### src/rtl/intc_mmio.sv
// Memory-mapped interrupt controller on the data-memory port: latches sources into PEND,
// masks them, issues a one-cycle inte request and waits for an EOI before requesting again.
module intc_mmio #(
    parameter int NSRC  = 8,
    parameter int CNT_W = 16
) (
    input  logic            clk,
    input  logic            reset,
    input  logic            sel,
    input  logic [2:0]      address,
    input  logic            wren,
    input  logic [31:0]     data,
    output logic [31:0]     q,
    input  logic [NSRC-1:0] src,
    output logic            inte
);
    typedef enum logic [1:0] {S_IDLE, S_REQ, S_WAIT} state_t;

    state_t           r_state, w_next;
    logic [NSRC-1:0]  r_pend, r_mask, r_edge, r_prev;
    logic [CNT_W-1:0] r_cnt;

    logic             w_wr, w_rd, w_eoi, w_any;
    logic [NSRC-1:0]  w_pm, w_set, w_clr;
    logic [4:0]       w_idx;
    logic [31:0]      w_rdata;
    logic             w_unused_data;

    assign w_wr          = sel & wren;
    assign w_rd          = sel & ~wren;
    assign w_eoi         = w_wr && (address == 3'd3);
    assign w_pm          = r_pend & r_mask;
    assign w_any         = |w_pm;
    assign w_unused_data = &{1'b0, data};

    // Edge-mode bits fire only on a 0->1 transition; level-mode bits fire while high.
    assign w_set = (r_edge & src & ~r_prev) | (~r_edge & src);

    // An EOI index >= NSRC shifts the one-hot out of range and clears nothing.
    always_comb begin
        w_clr = '0;
        if (w_wr && (address == 3'd0))
            w_clr = data[NSRC-1:0];
        if (w_eoi)
            w_clr = w_clr | (NSRC'(1) << data[4:0]);
    end

    always_comb begin
        w_idx = 5'd0;
        for (int i = NSRC - 1; i >= 0; i--)
            if (w_pm[i])
                w_idx = 5'(i);
    end

    always_comb begin
        case (address)
            3'd0:    w_rdata = 32'(r_pend);
            3'd1:    w_rdata = 32'(r_mask);
            3'd2:    w_rdata = 32'(r_edge);
            3'd3:    w_rdata = {w_any, 26'b0, w_idx};
            3'd4:    w_rdata = 32'(r_cnt);
            default: w_rdata = 32'd0;
        endcase
    end

    always_ff @(posedge clk) begin
        if (reset)
            r_state <= S_IDLE;
        else
            r_state <= w_next;
    end

    always_comb begin
        w_next = r_state;
        case (r_state)
            S_IDLE:  if (w_any) w_next = S_REQ;
            S_REQ:   w_next = S_WAIT;
            S_WAIT:  if (w_eoi || !w_any) w_next = S_IDLE;
            default: w_next = S_IDLE;
        endcase
    end

    always_comb begin
        inte = (r_state == S_REQ);
    end

    always_ff @(posedge clk) begin
        if (reset) begin
            r_pend <= '0;
            r_mask <= '0;
            r_edge <= '0;
            r_prev <= '0;
            r_cnt  <= '0;
            q      <= 32'd0;
        end else begin
            r_pend <= (r_pend & ~w_clr) | w_set;
            r_prev <= src;
            if (w_wr && (address == 3'd1))
                r_mask <= data[NSRC-1:0];
            if (w_wr && (address == 3'd2))
                r_edge <= data[NSRC-1:0];
            // A software clear of COUNT takes priority over a same-cycle increment.
            if (w_wr && (address == 3'd4))
                r_cnt <= '0;
            else if ((r_state == S_IDLE) && w_any && (r_cnt != {CNT_W{1'b1}}))
                r_cnt <= r_cnt + 1'b1;
            if (w_rd)
                q <= w_rdata;
        end
    end
endmodule

### config.mk
export PLATFORM = sky130hd
export DESIGN_NAME = intc_mmio
export DESIGN_NICKNAME = d
export VERILOG_FILES = /design/src/rtl/intc_mmio.sv
export SDC_FILE = /design/constraint.sdc
export NUM_CORES = 1
export LEC_CHECK = 0
export ABC_AREA = 0
export CORE_MARGIN = 2
export CORE_UTILIZATION = 40
export DETAILED_ROUTE_END_ITERATION = 10
export PLACE_DENSITY = 0.76
export SETUP_SLACK_MARGIN = 0.5
export SYNTH_ARGS = -nofsm -noshare
export SYNTH_HDL_FRONTEND = slang
export SYNTH_SLANG_ARGS = --single-unit
### constraint.sdc
create_clock -name clk -period 4.22 [get_ports clk]
set_input_delay 0.844 -clock clk [delete_from_list [all_inputs] [get_ports clk]]
set_output_delay 0.844 -clock clk [all_outputs]
set_load 0.03 [all_outputs]
==> flow_metrics.py, run 1 <==
metrics = {
    "layout": {
        "nets": 467,
        "postLayoutCoreUtil_pct": 48.2,
        "nFillCells": 781,
        "final_layout_size_suffix_gt1_share_pct": 7.08,
        "n_antenna_cell": 0,
        "syn_to_final_growth_pct": 18.8,
    },
    "timing": {
        "min_period_over_period_pct": 69.5,
        "timing.final.crit_period_ps": 2930,
        "clock_skew_ps": 8.51,
        "worst_pin_slew_ps": 743,
        "timing.fmax_ghz": 0.341,
        "setup-violations-final": 0,
        "max_slew_margin_pct": 49.2,
        "whs_ps": 454,
        "rsz0062_at_grt": "false",
        "slew_violations": 0,
        "setup_slack_ps": 1290,
        "report.final.hold_viol_count": 0,
        "fin_setup_tns_ps": 0,
    },
    "worst_setup_path": {
        "critPathKind": "in -> reg",
        "worstSetupEndpointType": "register",
        "path_max_fanout": 10,
        "critPathMaxStageDelay_ps": 670,
        "reg2reg_to": "r_cnt[7]",
        "cp.arrival_ps": 3190,
        "startpoint_type": "primary input",
        "crit_slowest_cell": "clkdlybuf4s50_1",
        "crit-reg2reg-launch": "r_cnt[4]",
        "crit_chain": "clkdlybuf4s50_1 > buf_4 > and3b_1 > nor3b_2 > and4b_1 > nand2_1 > a22o_1",
        "cp.required_ps": 4470,
        "rr_worst_depth": 5,
        "reg2reg_slack_ps": 1930,
    },
    "yosys": {
        "synth_ff_type": "dfxtp_1",
        "synth_edf_count": 0,
        "yosys.cell_types.count": 48,
        "yosysTopAreaCell": "dfxtp_1",
        "synth_area_leaders": "dfxtp_1 (41%), mux2i_1 (7.3%), nand2_1 (5.4%)",
        "yosys_warnings": 0,
        "avgSynthCellArea_um2": 8.52,
        "ys_seq_area_share_pct": 40.9,
        "async_reset_ff_share_pct": 0,
        "synthesis.area_um2": 3280,
        "yosysTopAreaCellShare_pct": 40.9,
        "netlist_instances": 385,
        "ys_ff_latch": 67,
    },
    "floorplanning": {
        "num_io_pins": 80,
        "coreArea_um2": 8090,
        "die_height_um": 94.6,
        "row_count": 33,
        "die-area_um2": 8950,
        "initial_core_util_pct": 40.6,
        "fp.dieW_um": 94.6,
    },
    "clock_tree": {
        "clk_latency_ps": 360,
        "cts-htree-levels": 3,
        "clockBufferDepth": 2,
        "cts_root_buf": "clkbuf_8",
        "cts_resized": 0,
        "hold_buffers": 0,
        "cts_tree": "built",
        "post_cts_buffers": 0,
        "path_clk_slew_ps": 70,
        "cts_buffers": 9,
        "cts_sinks": 67,
    },
    "job": {
        "drv_cap": 0,
    },
    "min_path": {
        "worstHoldStart": "q[31]",
        "whs_endpoint": "q[31]",
        "worstHoldPathCells": 2,
        "hp-class": "reg -> reg",
    },
    "routing": {
        "route.detailed.drc": 0,
        "drt_iter0_markers": 299,
        "drt-wirelength-per-cell_um": 15.4,
        "ant_nets": 0,
        "drtPass1Iterations": 5,
        "drt-vias-per-instance": 5.75,
        "dr_total_vias": 3043,
        "finalWirelength_um": 8160,
    },
    "power": {
        "leakage_nw": 1.36,
        "irDropWorstVdd_v": 0.000164,
        "powerDensity_nw_per_um2": 343,
        "power_w": 0.00134,
    },
    "status": {
        "status": "finished, final reports clean",
    },
    "global_route": {
        "antenna_found_initial": 0,
        "grt_max_degree": 44,
        "grt.total_usage_pct": 19.7,
        "overflow": 0,
        "grt_first_pass_wirelength_um": 13800,
        "grt_pass1_vias": 2838,
    },
    "placed_design": {
        "routabilityCongestion": 0.881,
        "numPortBuffers": 40,
        "dp_slack_ps": 944,
        "hpwl_um": 5720,
    },
}
## registers in the layout (all words and copies together) (netlist names)
| register | count |
|---|---|
| q | 17 |
| r_state | 2 |
| r_edge | 8 |
| r_pend | 8 |
| r_prev | 8 |
| r_mask | 8 |
| r_cnt | 16 |
## cell usage after synthesis, drive strengths merged, types with 3 or more instances
library cell and instances:
nand2 47, clkbuf 11, o21ai 14, a32o 4
a22o 5, and3 7, dfxtp 67, o31ai 8
buf 27, or3 3, nor2b 11, nor3 9
a32oi 5, nand3 9, a21oi 18, inv 4
o211ai 5, a22oi 12, or4 9, nor3b 3
nor2 44, mux2i 24, nand4 11, a221oi 5
## worst max-delay path by stage
stage / from / endpoint / slack [ps] / cells past startpoint
6_report: address[2] / r_pend[7] / 1290 / 7
4_1_cts: address[2] / r_pend[7] / 1320 / 7
3_5_place_dp: address[2] / r_pend[7] / 940 / 7
5_1_grt: address[2] / r_pend[7] / 1100 / 7
3_3_place_gp: address[2] / r_pend[7] / 920 / 7
2_1_floorplan: address[2] / r_cnt[9] / 1850 / 7
## metrics by stage
step / cells / area, um2
2_1_floorplan: 399 / 3330
3_3_place_gp: 513 / 3690
3_5_place_dp: 513 / 3690
4_1_cts: 529 / 3900
5_1_grt: 529 / 3900
6_report: 529 / 3900
## worst max-delay path, delay by kind of cell
family                 cells  cell delay [ps]
AND/OR/NAND/NOR            4             1140
buffers and inverters      2              970
AO/OA/AOI/OAI              1              230
## metal layers
layer  vias to the layer above  GRT usage, %  routed length, um
met1                      1436          26.7               3850
li1                       1464             -                  -
met4                         0          9.30                159
met5                         -             0                  0
met2                       128          30.3               3670
met3                        15          3.83                479
## area by class of cell
type	count	area [um2]	area share, %
flip-flops and latches	67	1340	34.4
clock buffers	10	138	3.53
repair buffers	47	453	11.6
inverters	4	15.0	0.385
multi-input cells	290	1750	45.0
clock inverters	6	65.1	1.67
well taps	105	131	3.37
## placed cells by master, fill, tap and decap left out, drive strengths merged, types with 5 or more instances in the layout
master	synthesis	routed
o31ai	8	8
nor2	44	44
o21ai	14	14
dfxtp	67	67
nand2	47	47
conb	1	15
nand4	11	11
nor2b	11	11
and3	7	7
clkbuf	11	10
a221oi	5	5
nand3	9	9
buf	27	7
a22o	5	5
or4	9	9
nor3	9	9
mux2i	24	24
o211ai	5	5
clkdlybuf4s50	0	40
a32oi	5	5
a22oi	12	12
a21oi	18	18
## report_power, final
| part | internal [W] | switching, W | total (W) |
|---|---|---|---|
| Combinational | 0.0000513 | 0.0000818 | 0.000133 |
| Sequential | 0.000649 | 0.0000145 | 0.000663 |
| Clock | 0.000288 | 0.000251 | 0.000540 |
| Total | 0.000988 | 0.000348 | 0.00134 |
## cells by family after synthesis
group | Yosys count | synth area share, %
compound gates | 86 | 19.0
fa+ha+maj | 1 | 0.381
buf+inv | 42 | 7.28
flops | 67 | 40.9
mux | 24 | 7.32
other cells | 1 | 0.114
simple gates | 164 | 25.0
No activity file was read; power rests on OpenSTA's default activity.
==> run 2: changes to the inputs <==
- clock period: 4.22 -> 2.7 ns (I/O delays scaled with it)
==> run 2 against run 1 <==
Setup slack got worse by 730 ps. First-iteration DRC count shrank 5.4%. Cell count increased by 2.6%. Sequential share of layout area down 0.99 points. Global-route usage shrank 0.40 points. Non-clock buffer count grew 13. Flip-flop and latch count is the same. Design area grew 3.0%. Combinational power is 63% higher. Routed wire length up 2.7%. Largest power group unchanged.
==> flow_metrics.py, run 2 (synthesized netlist as in run 1, its figures left out) <==
metrics = {
    "status": {
        "status": "finished, final reports clean",
    },
    "global_route": {
        "grt_first_pass_wirelength_um": 13300,
        "grt.total_usage_pct": 19.3,
        "grt_pass1_vias": 2717,
        "grt_max_degree": 30,
        "grt_busiest_layer": "met2",
        "overflow": 0,
        "grtUsageMet2_pct": 29.8,
        "use_met3_pct": 5.03,
        "use_met1_pct": 26.0,
        "antenna_found_initial": 0,
    },
    "routing": {
        "route.detailed.drc": 0,
        "drtPass1Iterations": 5,
        "dr_total_vias": 3089,
        "drt_iter0_markers": 283,
        "drt-wirelength-per-cell_um": 15.4,
        "finalWirelength_um": 8380,
        "ant_nets": 0,
        "drt-vias-per-instance": 5.69,
    },
    "worst_setup_path": {
        "reg2reg_slack_ps": 560,
        "worst_setup_path_endpoint": "r_cnt[13]",
        "cp.required_ps": 2990,
        "crit-reg2reg-launch": "r_pend[3]",
        "cp.arrival_ps": 2430,
        "startpoint_type": "register",
        "reg2reg_to": "r_cnt[13]",
        "path_max_fanout": 8,
        "crit_start": "r_pend[3]",
        "critPathKind": "reg -> reg",
        "rr_worst_depth": 5,
        "worstSetupEndpointType": "register",
    },
    "layout": {
        "n_antenna_cell": 0,
        "postLayoutCoreUtil_pct": 49.6,
        "multi_input_area_um2": 1780,
        "reg_top3": "q (17), r_cnt (16)",
        "largest_reg_flops": 17,
        "final_common_cell": "dfxtp_1",
        "largest-register": "q",
        "nFillCells": 782,
        "final_layout_size_suffix_gt1_share_pct": 11.0,
        "syn_to_final_growth_pct": 22.4,
        "seq_area_um2": 1340,
        "final_cell_mix": "dfxtp_1 (66), nand2_1 (47), nor2_1 (44), clkdlybuf4s50_1 (39), mux2i_1 (24)",
        "nets": 481,
    },
    "floorplanning": {
        "fp.dieW_um": 94.6,
        "row_count": 33,
        "num_io_pins": 80,
        "die_height_um": 94.6,
        "initial_core_util_pct": 40.6,
        "die-area_um2": 8950,
        "coreArea_um2": 8090,
    },
    "timing": {
        "timing.fmax_ghz": 0.467,
        "report.final.hold_viol_count": 0,
        "setup_slack_ps": 559,
        "clock_skew_ps": 11.6,
        "fin_setup_tns_ps": 0,
        "slew_violations": 0,
        "max_slew_margin_pct": 45.7,
        "timing.final.crit_period_ps": 2140,
        "setup-violations-final": 0,
        "min_period_over_period_pct": 79.3,
        "worst_pin_slew_ps": 793,
        "rsz0062_at_grt": "true",
        "whs_ps": 453,
    },
    "clock_tree": {
        "hold_buffers": 0,
        "clockBufferDepth": 2,
        "path_clk_slew_ps": 80,
        "cts_root_buf": "clkbuf_8",
        "clk_latency_ps": 350,
        "cts_sinks": 67,
        "cts_buffers": 9,
        "cts-htree-levels": 3,
        "cts_tree": "built",
    },
    "min_path": {
        "hp-class": "reg -> reg",
    },
    "job": {
        "drv_cap": 0,
    },
    "placed_design": {
        "dp_slack_ps": 235,
        "hpwl_um": 5910,
        "numPortBuffers": 40,
        "routabilityCongestion": 0.875,
    },
    "power": {
        "powerDensity_nw_per_um2": 519,
        "power_w": 0.00208,
        "irDropWorstVdd_v": 0.000228,
        "leakage_nw": 1.43,
    },
}
-- run 2: cell count changes in the layout (fill, tap and decap cells not counted), moves of 2 or more --
cell	before	now
clkbuf_1	0	2
a2111o_2	0	2
clkinv_4	2	0
buf_4	7	19
-- run 2: how the worst min path moves through the flow --
stage                      endpoint       from  slack, ps  cells after the start
after CTS                     q[31]      q[31]        460                      2
after global routing          q[31]      q[31]        480                      2
after floorplan           r_pend[5]  r_prev[5]        440                      3
after detailed placement      q[31]      q[31]        450                      2
after global placement        q[31]      q[31]        440                      2
final                         q[31]      q[31]        450                      2
-- run 2: report_power, final --
group          switching [W]  internal [W]  total, W  leakage (nW)
Clock               0.000378      0.000450  0.000828        0.0926
Combinational       0.000130     0.0000869  0.000217         0.792
Sequential         0.0000234       0.00101   0.00104         0.546
Total               0.000532       0.00155   0.00208          1.43
-- run 2: layer usage --
layer	wire (um)	up-vias
met4	153	0
met2	3840	136
met1	3760	1449
met5	0	-
met3	622	14
li1	-	1490
-- run 2: metrics by stage --
stage                     cell area (um2)  cells
final                                4020    543
after global routing                 4020    543
after CTS                            3970    539
after detailed placement             3770    523
after global placement               3770    523
after floorplan                      3330    399
-- run 2: critical path, cell delays in order (launching register included) --
cell      delay, ps
dfxtp_1         410
a22oi_1         140
and3_1          280
a2111o_2        590
or4_1           520
a21oi_1         140
-- run 2: layout make-up --
class / count / area share (%)
timing repair buffer: 60 / 13.7
inverter: 4 / 0.374
sequential: 67 / 33.4
tap: 105 / 3.27
clock buffer: 12 / 3.61
multi-input combinational: 291 / 44.4
clock inverter: 4 / 1.25
-- run 2: timing repair --
item	CTS	global route
gates cloned	0	1
gates resized for setup	1	7
buffers inserted	0	3
endpoints found under the setup margin	2	13
pin swaps	0	1
